==> src/rtl/note_pkg.sv <==
// Shared types and constants for the note sequencer and note renderer.
package note_pkg;

    localparam int unsigned NOTE_ADDR_W = 6;
    localparam int unsigned NOTE_DATA_W = 32;
    localparam logic [31:0] NOTE_END_WORD = 32'hFFFF_FFFF;

    // Note-word layout: [31:28] lane, [27:24] type, [23:0] payload.
    localparam int unsigned LANE_LSB  = 28;
    localparam int unsigned TYPE_LSB  = 24;
    localparam int unsigned FIELD_W   = 4;
    localparam int unsigned PAYLOAD_W = 24;

    typedef enum logic [2:0] {
        S_IDLE,
        S_WAIT_BEAT,
        S_FETCH,
        S_LATCH,
        S_PRESENT,
        S_DONE
    } seq_state_e;

    function automatic logic [31:0] make_note(input logic [FIELD_W-1:0]   lane,
                                              input logic [FIELD_W-1:0]   ntype,
                                              input logic [PAYLOAD_W-1:0] payload);
        logic [31:0] w;
        w = '0;
        w[LANE_LSB +: FIELD_W] = lane;
        w[TYPE_LSB +: FIELD_W] = ntype;
        w[0 +: PAYLOAD_W]      = payload;
        return w;
    endfunction

endpackage

==> src/rtl/note_sequencer_beat_pending.sv <==
// One-deep beat accumulator: remembers one unconsumed beat, flags any further beat as overrun.
module note_sequencer_beat_pending (
    input  logic clk,
    input  logic resetn,
    input  logic clear,
    input  logic consume,
    input  logic arm,
    output logic pending,
    output logic overrun
);

    always_ff @(posedge clk) begin
        if (!resetn || clear) begin
            pending <= 1'b0;
            overrun <= 1'b0;
        end else if (consume) begin
            pending <= 1'b0;
        end else if (arm) begin
            if (pending) begin
                overrun <= 1'b1;
            end else begin
                pending <= 1'b1;
            end
        end
    end

endmodule

==> src/rtl/note_sequencer.sv <==
// Beat-driven note fetcher: reads the song RAM on each beat and presents notes over valid/ready.
// Optional build macro NOTE_SEQ_LOOP_EN makes the song wrap to index 0 instead of ending.
module note_sequencer
    import note_pkg::*;
#(
    parameter int unsigned       ADDR_W   = NOTE_ADDR_W,
    parameter int unsigned       DATA_W   = NOTE_DATA_W,
    parameter int unsigned       SONG_LEN = 64,
    parameter logic [DATA_W-1:0] END_WORD = DATA_W'(NOTE_END_WORD)
) (
    input  logic              clk,
    input  logic              resetn,
    input  logic              beat_tick,
    input  logic              start,
    input  logic              pause,
    output logic [ADDR_W-1:0] mem_addr,
    input  logic [DATA_W-1:0] mem_rdata,
    output logic              note_valid,
    input  logic              note_ready,
    output logic [DATA_W-1:0] note_data,
    output logic [ADDR_W-1:0] note_idx,
    output logic              playing,
    output logic              done,
    output logic              overrun
);

    localparam logic [ADDR_W-1:0] LAST_IDX = ADDR_W'(SONG_LEN - 1);

    seq_state_e        state, state_n;
    logic [ADDR_W-1:0] idx, idx_n;
    logic [DATA_W-1:0] data_n;
    logic [ADDR_W-1:0] nidx_n;
    logic              valid_n;
    logic              pending;
    logic              consume_c, arm_c, clear_c, hs_c;

    assign mem_addr = idx;

    note_sequencer_beat_pending u_beat_pending (
        .clk     (clk),
        .resetn  (resetn),
        .clear   (clear_c),
        .consume (consume_c),
        .arm     (arm_c),
        .pending (pending),
        .overrun (overrun)
    );

    // Next-state and next-output logic.
    always_comb begin
        state_n   = state;
        idx_n     = idx;
        data_n    = note_data;
        nidx_n    = note_idx;
        valid_n   = note_valid;
        consume_c = 1'b0;
        arm_c     = 1'b0;
        clear_c   = 1'b0;
        hs_c      = note_valid & note_ready;

        case (state)
            S_IDLE, S_DONE: begin
                if (start) begin
                    state_n = S_WAIT_BEAT;
                    idx_n   = '0;
                    clear_c = 1'b1;
                end
            end
            S_WAIT_BEAT: begin
                if (pause) begin
                    arm_c = beat_tick;
                end else if (beat_tick || pending) begin
                    state_n   = S_FETCH;
                    consume_c = 1'b1;
                end
            end
            S_FETCH: begin
                arm_c   = beat_tick;
                state_n = S_LATCH;
            end
            S_LATCH: begin
                arm_c = beat_tick;
                if (mem_rdata == END_WORD) begin
`ifdef NOTE_SEQ_LOOP_EN
                    // An end marker at slot 0 would loop forever on nothing, so stop there.
                    if (idx != '0) begin
                        idx_n   = '0;
                        state_n = S_WAIT_BEAT;
                    end else begin
                        state_n = S_DONE;
                    end
`else
                    state_n = S_DONE;
`endif
                end else begin
                    data_n  = mem_rdata;
                    nidx_n  = idx;
                    valid_n = 1'b1;
                    state_n = S_PRESENT;
                end
            end
            S_PRESENT: begin
                arm_c = beat_tick;
                if (hs_c) begin
                    valid_n = 1'b0;
                    if (idx == LAST_IDX) begin
`ifdef NOTE_SEQ_LOOP_EN
                        idx_n   = '0;
                        state_n = S_WAIT_BEAT;
`else
                        state_n = S_DONE;
`endif
                    end else begin
                        idx_n   = idx + ADDR_W'(1);
                        state_n = S_WAIT_BEAT;
                    end
                end
            end
            default: state_n = S_IDLE;
        endcase
    end

    // State and registered outputs.
    always_ff @(posedge clk) begin
        if (!resetn) begin
            state      <= S_IDLE;
            idx        <= '0;
            note_valid <= 1'b0;
            note_data  <= '0;
            note_idx   <= '0;
            playing    <= 1'b0;
            done       <= 1'b0;
        end else begin
            state      <= state_n;
            idx        <= idx_n;
            note_valid <= valid_n;
            note_data  <= data_n;
            note_idx   <= nidx_n;
            playing    <= (state_n != S_IDLE) && (state_n != S_DONE);
            done       <= (state_n == S_DONE);
        end
    end

endmodule

==> config.mk <==
export PLATFORM = sky130hd
export DESIGN_NAME = note_sequencer
export DESIGN_NICKNAME = d
export VERILOG_FILES = /design/src/rtl/note_pkg.sv /design/src/rtl/note_sequencer_beat_pending.sv /design/src/rtl/note_sequencer.sv
export SDC_FILE = /design/constraint.sdc
export NUM_CORES = 1
export LEC_CHECK = 0
export CORE_MARGIN = 10
export CORE_UTILIZATION = 44
export DETAILED_ROUTE_END_ITERATION = 12
export PLACE_DENSITY = 0.89
export SETUP_SLACK_MARGIN = 0.3
export SYNTH_ARGS = -nofsm -noshare
export SYNTH_HDL_FRONTEND = slang
export SYNTH_SLANG_ARGS = --single-unit
==> constraint.sdc <==
create_clock -name clk -period 2.2 [get_ports clk]
set_clock_uncertainty 0.2 [all_clocks]
set_input_delay 0.33 -clock clk [delete_from_list [all_inputs] [get_ports clk]]
set_output_delay 0.33 -clock clk [all_outputs]
set_load 0.01 [all_outputs]
==> reports/qor.yml, run 1 <==
yosys:
  yosysUniqueCellTypes: 36
  yosysSeqAreaShare: 0.463
  synth-seq-cells: 52
  synth_ff_type: "dfxtp_1"
  synth_edf_count: 0
  async_reset_ff_frac: 0
  synthCells: 218
  synth_area_um2: 2250
  yosysWarnings: 0
  syn_nets: 257
  synth_area_per_cell_um2: 10.3
global_route:
  overflow: 0
  grt_busiest_layer: "met2"
  grt_util_met1: 0.164
  antenna_found_initial: 0
  use_met2: 0.251
  grt_use_met3: 0.0519
  grt_pass1_vias: 2006
  grtUsageTotal: 0.146
  grt_max_degree: 20
  grt_pass1_wl_um: 10200
floorplanning:
  core_area_um2: 4850
  rows: 25
  die_x_um: 91.5
  dieArea_um2: 8370
  io_pins: 86
  fp.dieH_um: 91.5
  start_util: 0.463
timing:
  maxSlewViolCount: 0
  fin_crit_sh: 0.839
  slew-limit-headroom: 0.733
  setup_viol: 0
  worst_slew_pin_slew_ns: 0.400
  rsz0062_at_grt: "false"
  fin_crit_ns: 1.85
  whs_ns: 0.136
  finalHoldViolCount: 0
  max_freq_mhz: 542
worst_setup_path:
  rr_worst_depth: 6
  path_cells: "buf_4 -> clkdlybuf4s50_1"
  slowest_stage: "clkdlybuf4s50_1"
  crit_cells: 2
  max_stage_delay_ns: 0.54
  end_kind: "output pin"
  path_delay_family: "buffers and inverters"
  crit_buf_inv: 2
  required_ns: 1.67
  r2r_start: "state[1]$_SDFF_PN0_"
  path_class: "flop to output pin"
  path_max_fanout: 5
  crit_start: "mem_addr[2]$_SDFFE_PN0P_"
  worstPathArrival_ns: 1.32
  start_kind: "flop"
finish:
  fin_util: 0.703
  drive_gt1_frac: 0.111
  finalNonFillerCells: 381
  layout_common_cells: "clkdlybuf4s50_1, dfxtp_1, nor2b_1"
  final_common_cell: "clkdlybuf4s50_1"
  n_antenna_cell: 0
  area_delta_synth_final_pct: 51.7
  final_cell_area_um2: 3410
  num-nets-final: 352
outcome:
  outcome: "completed"
min_path:
  hold_path_class: "primary input to flop"
  hold-path-cell-count: 3
  hold_start: "mem_rdata[0]"
place:
  routabilityCongestion: 0.788
  portBuffers: 85
  dp.final_hpwl_um: 4690
  place_area_um2: 3220
  placed_cells: 370
clock_network:
  numCtsBuffers: 5
  ctsHtreeMaxLevel: 2
  ctsLongestPathBuffers: 2
  insertion_delay_ns: 0.30
  holdBufCountCts: 0
  cts_root_buffer: "clkbuf_8"
  worst_setup_hold_path_clk_slew_ns: 0.10
  cts_tree: "yes"
  clock_sinks: 52
job:
  maxCapViolations: 0
power_and_ir_drop:
  finalPower_mw: 1.83
  p_leak_nw: 1.23
  powerDensity_nw_per_um2: 536
  ir_drop_v: 0.000411
routing:
  antenna_left: 0
  firstDrtPassIters: 4
  vias_per_cell: 5.03
  drt_wl_total_um: 6150
  drtIter0Drc: 62
  vias: 1918
  drc_errors: 0
  wl_per_cell_um: 16.1
[power by group]
part	total (mW)	switching [mW]	leakage, nW	internal (mW)
Clock	0.653	0.316	0.0541	0.337
Sequential	0.972	0.0149	0.421	0.957
Combinational	0.201	0.0846	0.756	0.117
[per-stage QoR]
step           worst slack [ns]  TNS, ns
3_3_place_gp            0.00916        0
5_1_grt                   0.289        0
4_1_cts                   0.293        0
2_1_floorplan             0.361        0
6_report                  0.354        0
3_5_place_dp            -0.0602   -0.933
[sequential cells by signal, indices dropped and copies added (netlist names)]
register	cells
note_data	32
mem_addr	6
note_idx	6
state	3
done	1
note_valid	1
playing	1
u_beat_pending.overrun	1
u_beat_pending.pending	1
[area by class of cell]
type                    instances  area [um2]
clock inverters                 3        42.5
fillers                       375        1440
flip-flops and latches         52        1050
clock buffers                   5        68.8
well taps                      67        83.8
multi-input cells             153        1140
repair buffers                100        1030
inverters                       1        3.75
[path summary, 6_finish.rpt]
path | endpoint | slack, ns
worst max register to register | note_data[11]$_SDFFE_PN0P_ | 0.40
worst min-delay path | note_data[0]$_SDFFE_PN0P_ | 0.14
worst max-delay path | mem_addr[2] | 0.35
worst min register to register | u_beat_pending.overrun$_SDFFE_PP0P_ | 0.28
[Yosys cell counts, drive strengths merged, types with 2 or more instances]
master | instances | area share
a211oi | 2 | 0.0089
nand3 | 6 | 0.013
nand2b | 3 | 0.0084
dfxtp | 52 | 0.46
o21a | 2 | 0.0067
buf | 7 | 0.030
a21boi | 4 | 0.018
o21ai | 3 | 0.0067
nor2 | 10 | 0.017
nand4 | 8 | 0.022
xnor2 | 5 | 0.019
clkbuf | 5 | 0.0089
mux2i | 38 | 0.17
nand2 | 6 | 0.010
a21oi | 6 | 0.013
nor2b | 41 | 0.11
and2 | 6 | 0.017
nor4 | 2 | 0.011
[timing repair]
item,CTS,global route
pin swaps,10,4
endpoints found under the setup margin,40,42
gates resized for setup,27,16
gates cloned,1,0
buffers inserted,1,1
[worst min-delay path: cells and delay by family]
family / cells / cell delay (ns)
buffers and inverters: 1 / 0.10
AND/OR/NAND/NOR: 1 / 0.10
multiplexers: 1 / 0.08
[cell families after synthesis]
| group | count (synthesis) | synth area share |
|---|---|---|
| muxes | 38 | 0.169 |
| AOI/OAI and AO/OA | 24 | 0.0807 |
| xor gates and xnor gates | 5 | 0.0195 |
| DFF | 52 | 0.463 |
| buffers and inverters | 13 | 0.0406 |
| adders and majority gates | 1 | 0.00557 |
| and+or+nand+nor | 85 | 0.221 |
[layer usage]
metal,vias to the layer above,share of wire
li1,938,-
met4,0,0.017
met5,-,0
met1,912,0.41
met3,10,0.075
met2,58,0.50
Note: power is estimated with default switching activity, not from simulation.
==> run 2: changes to the inputs <==
==> constraint.sdc (replaced) <==
create_clock -name clk -period 1.7 [get_ports clk]
set_clock_uncertainty 0.2 [all_clocks]
set_input_delay 0.255 -clock clk [delete_from_list [all_inputs] [get_ports clk]]
set_output_delay 0.255 -clock clk [all_outputs]
set_load 0.01 [all_outputs]
==> reports/qor.yml, run 2 (synthesis gave the netlist of run 1 again) <==
place:
  dp.final_hpwl_um: 4780  # +1.9%
  dp_slack_ns: -0.526  # -0.465 ns
  place_area_um2: 3420  # +6.2%
  portBuffers: 85  # unchanged
  routabilityCongestion: 0.756  # -4.1%
timing:
  worst_slew_pin_slew_ns: 0.349  # -0.0509 ns
  fin_ws_ns: -0.154  # -0.508 ns
  finalHoldViolCount: 0  # unchanged
  max_freq_mhz: 539
  slew-limit-headroom: 0.765  # +0.0322
  fin_crit_ns: 1.85
  fin_crit_sh: 1.09
  maxSlewViolCount: 0  # unchanged
  setup_viol: 46  # +46
  rsz0062_at_grt: "true"
worst_setup_path:
  path_max_fanout: 6  # +1
  slowest_stage: "a211o_4"
  max_stage_delay_ns: 0.38  # -0.16 ns
  required_ns: 1.70  # +0.03 ns
  path_class: "flop to flop"
  start_kind: "flop"
  ff2ff_setup_slack_ns: -0.15  # -0.55 ns
  r2r_start: "state[0]$_SDFF_PN0_"
  crit_buf_inv: 1  # -1
  path_cells: "buf_4 -> or2_4 -> a211o_4 -> a211oi_4 -> xnor2_1 -> nor2_1"
  r2r-end: "mem_addr[5]$_SDFFE_PN0P_"
  worstPathArrival_ns: 1.85  # +0.53 ns
  rr_worst_depth: 6  # unchanged
  path_delay_family: "compound AO/OA/AOI/OAI gates"
  end_kind: "flop"
global_route:
  grt_pass1_vias: 2141  # +6.7%
  grt_max_degree: 35  # +75%
  antenna_found_initial: 0  # unchanged
  grtUsageTotal: 0.159  # +0.0135
  overflow: 0  # unchanged
  grt_pass1_wl_um: 11000  # +8.5%
finish:
  n_antenna_cell: 0  # unchanged
  final_common_cell: "dfxtp_1"
  area_delta_synth_final_pct: 66.7
  final_cell_area_um2: 3750  # +9.9%
  regMostFlops: "note_data"
  drive_gt1_frac: 0.355  # +0.244
  nFillCells: 325  # -13%
  fin_util: 0.773  # +0.0697
  num-nets-final: 390  # +11%
  largest_register_ffs: 32  # unchanged
  layout_common_cells: "dfxtp_1, nor2b_1, buf_4"
min_path:
  hold_start: "mem_rdata[8]"
  holdPathEnd: "note_data[8]$_SDFFE_PN0P_"
  hold-path-cell-count: 3  # unchanged
  hold_path_class: "primary input to flop"
routing:
  firstDrtPassIters: 4  # unchanged
  drt_wl_total_um: 7220  # +17%
  antenna_left: 0  # unchanged
  drc_errors: 0  # unchanged
  vias_per_cell: 5.08  # +0.93%
  drtIter0Drc: 91  # +47%
  wl_per_cell_um: 17.2  # +6.7%
  vias: 2129  # +11%
floorplanning:
  fp.dieH_um: 91.5  # unchanged
  die_x_um: 91.5  # unchanged
  io_pins: 86  # unchanged
  dieArea_um2: 8370  # unchanged
  rows: 25  # unchanged
  start_util: 0.463  # unchanged
  core_area_um2: 4850  # unchanged
clock_network:
  insertion_delay_ns: 0.30  # about the same
  numCtsBuffers: 5  # unchanged
  cts_tree: "yes"
  ctsHtreeMaxLevel: 2  # unchanged
  cts_root_buffer: "clkbuf_8"
  clock_sinks: 52  # unchanged
  holdBufCountCts: 0  # unchanged
  worst_setup_hold_path_clk_slew_ns: 0.10  # about the same
  ctsLongestPathBuffers: 2  # unchanged
power_and_ir_drop:
  powerDensity_nw_per_um2: 622  # +16%
  finalPower_mw: 2.33  # +28%
  ir_drop_v: 0.000415  # +0.91%
  p_leak_nw: 1.46  # +19%
outcome:
  outcome: "finished with violations"
  failed_checks: "negative setup slack"
job:
  maxCapViolations: 0  # unchanged
==> run 2: cell count changes in the layout (fill, tap and decap cells not counted), sizes merged <==
cell and delta:
dlygate4sd2 -7, clkdlybuf4s15 +36, dlymetal6s2s -8, clkdlybuf4s50 -47
bufinv -1, clkinv +2, buf +47, clkinvlp -1
clkbuf +17
==> run 2: area by class of cell <==
class / count / area [um2] / share of cell area
Tap cell: 67 / 83.8 / 0.0224
Clock buffer: 5 / 68.8 / 0.0184
Multi-Input combinational cell: 153 / 1260 / 0.338
Clock inverter: 3 / 18.8 / 0.00501
Sequential cell: 52 / 1060 / 0.283
Timing Repair Buffer: 138 / 1250 / 0.333
Inverter: 1 / 3.75 / 0.00100
==> run 2: worst reg2reg max path, stage by stage (launching register included) <==
cell	delay, ns
dfxtp_2	0.33
buf_4	0.14
or2_4	0.26
a211o_4	0.38
a211oi_4	0.23
xnor2_1	0.15
nor2_1	0.06
==> run 2: stage by stage <==
stage          instances  hold slack, ns  TNS [ns]
5_1_grt              419          0.0488     -7.13
4_1_cts              415          0.0325     -3.46
3_5_place_dp         393           0.292    -22.16
6_report             419          0.0285     -4.43
3_3_place_gp         393           0.269    -20.66
2_1_floorplan        218           0.224  -0.00711
==> run 2: worst max path at each step <==
stage | from | endpoint | slack (ns) | cells after the start
final | state[0]$_SDFF_PN0_ | mem_addr[5]$_SDFFE_PN0P_ | -0.15 | 6
after global routing | state[2]$_SDFF_PN0_ | note_data[25]$_SDFFE_PN0P_ | -0.20 | 8
after CTS | state[2]$_SDFF_PN0_ | mem_addr[5]$_SDFFE_PN0P_ | -0.12 | 6
after detailed placement | mem_rdata[31] | note_data[1]$_SDFFE_PN0P_ | -0.53 | 7
after global placement | mem_rdata[1] | note_data[16]$_SDFFE_PN0P_ | -0.49 | 7
after floorplan | state[0]$_SDFF_PN0_ | note_idx[5]$_SDFFE_PN0P_ | -0.0008 | 8
==> run 2: per-layer routing <==
metal  vias to the layer above  global-route usage  routed length [um]
met5                         -                   0                   0
met4                         0              0.0483                 158
met3                        14              0.0576                 536
met2                        74               0.267                3550
met1                      1021               0.184                2980
li1                       1020                   -                   -
==> run 2: what timing repair did <==
action / in CTS / in global routing
pin swaps: 20 / 15
buffers inserted: 11 / 4
cloned: 3 / 0
endpoints found under the hold margin: 0 / 0
resized for setup: 147 / 88
setup endpoints to repair: 99 / 96
==> run 2: report_power, final <==
part	switching [mW]	internal, mW	leakage [nW]	total, mW
combinational	0.157	0.223	0.992	0.380
sequential	0.0134	1.24	0.425	1.25
clock	0.412	0.288	0.0479	0.700
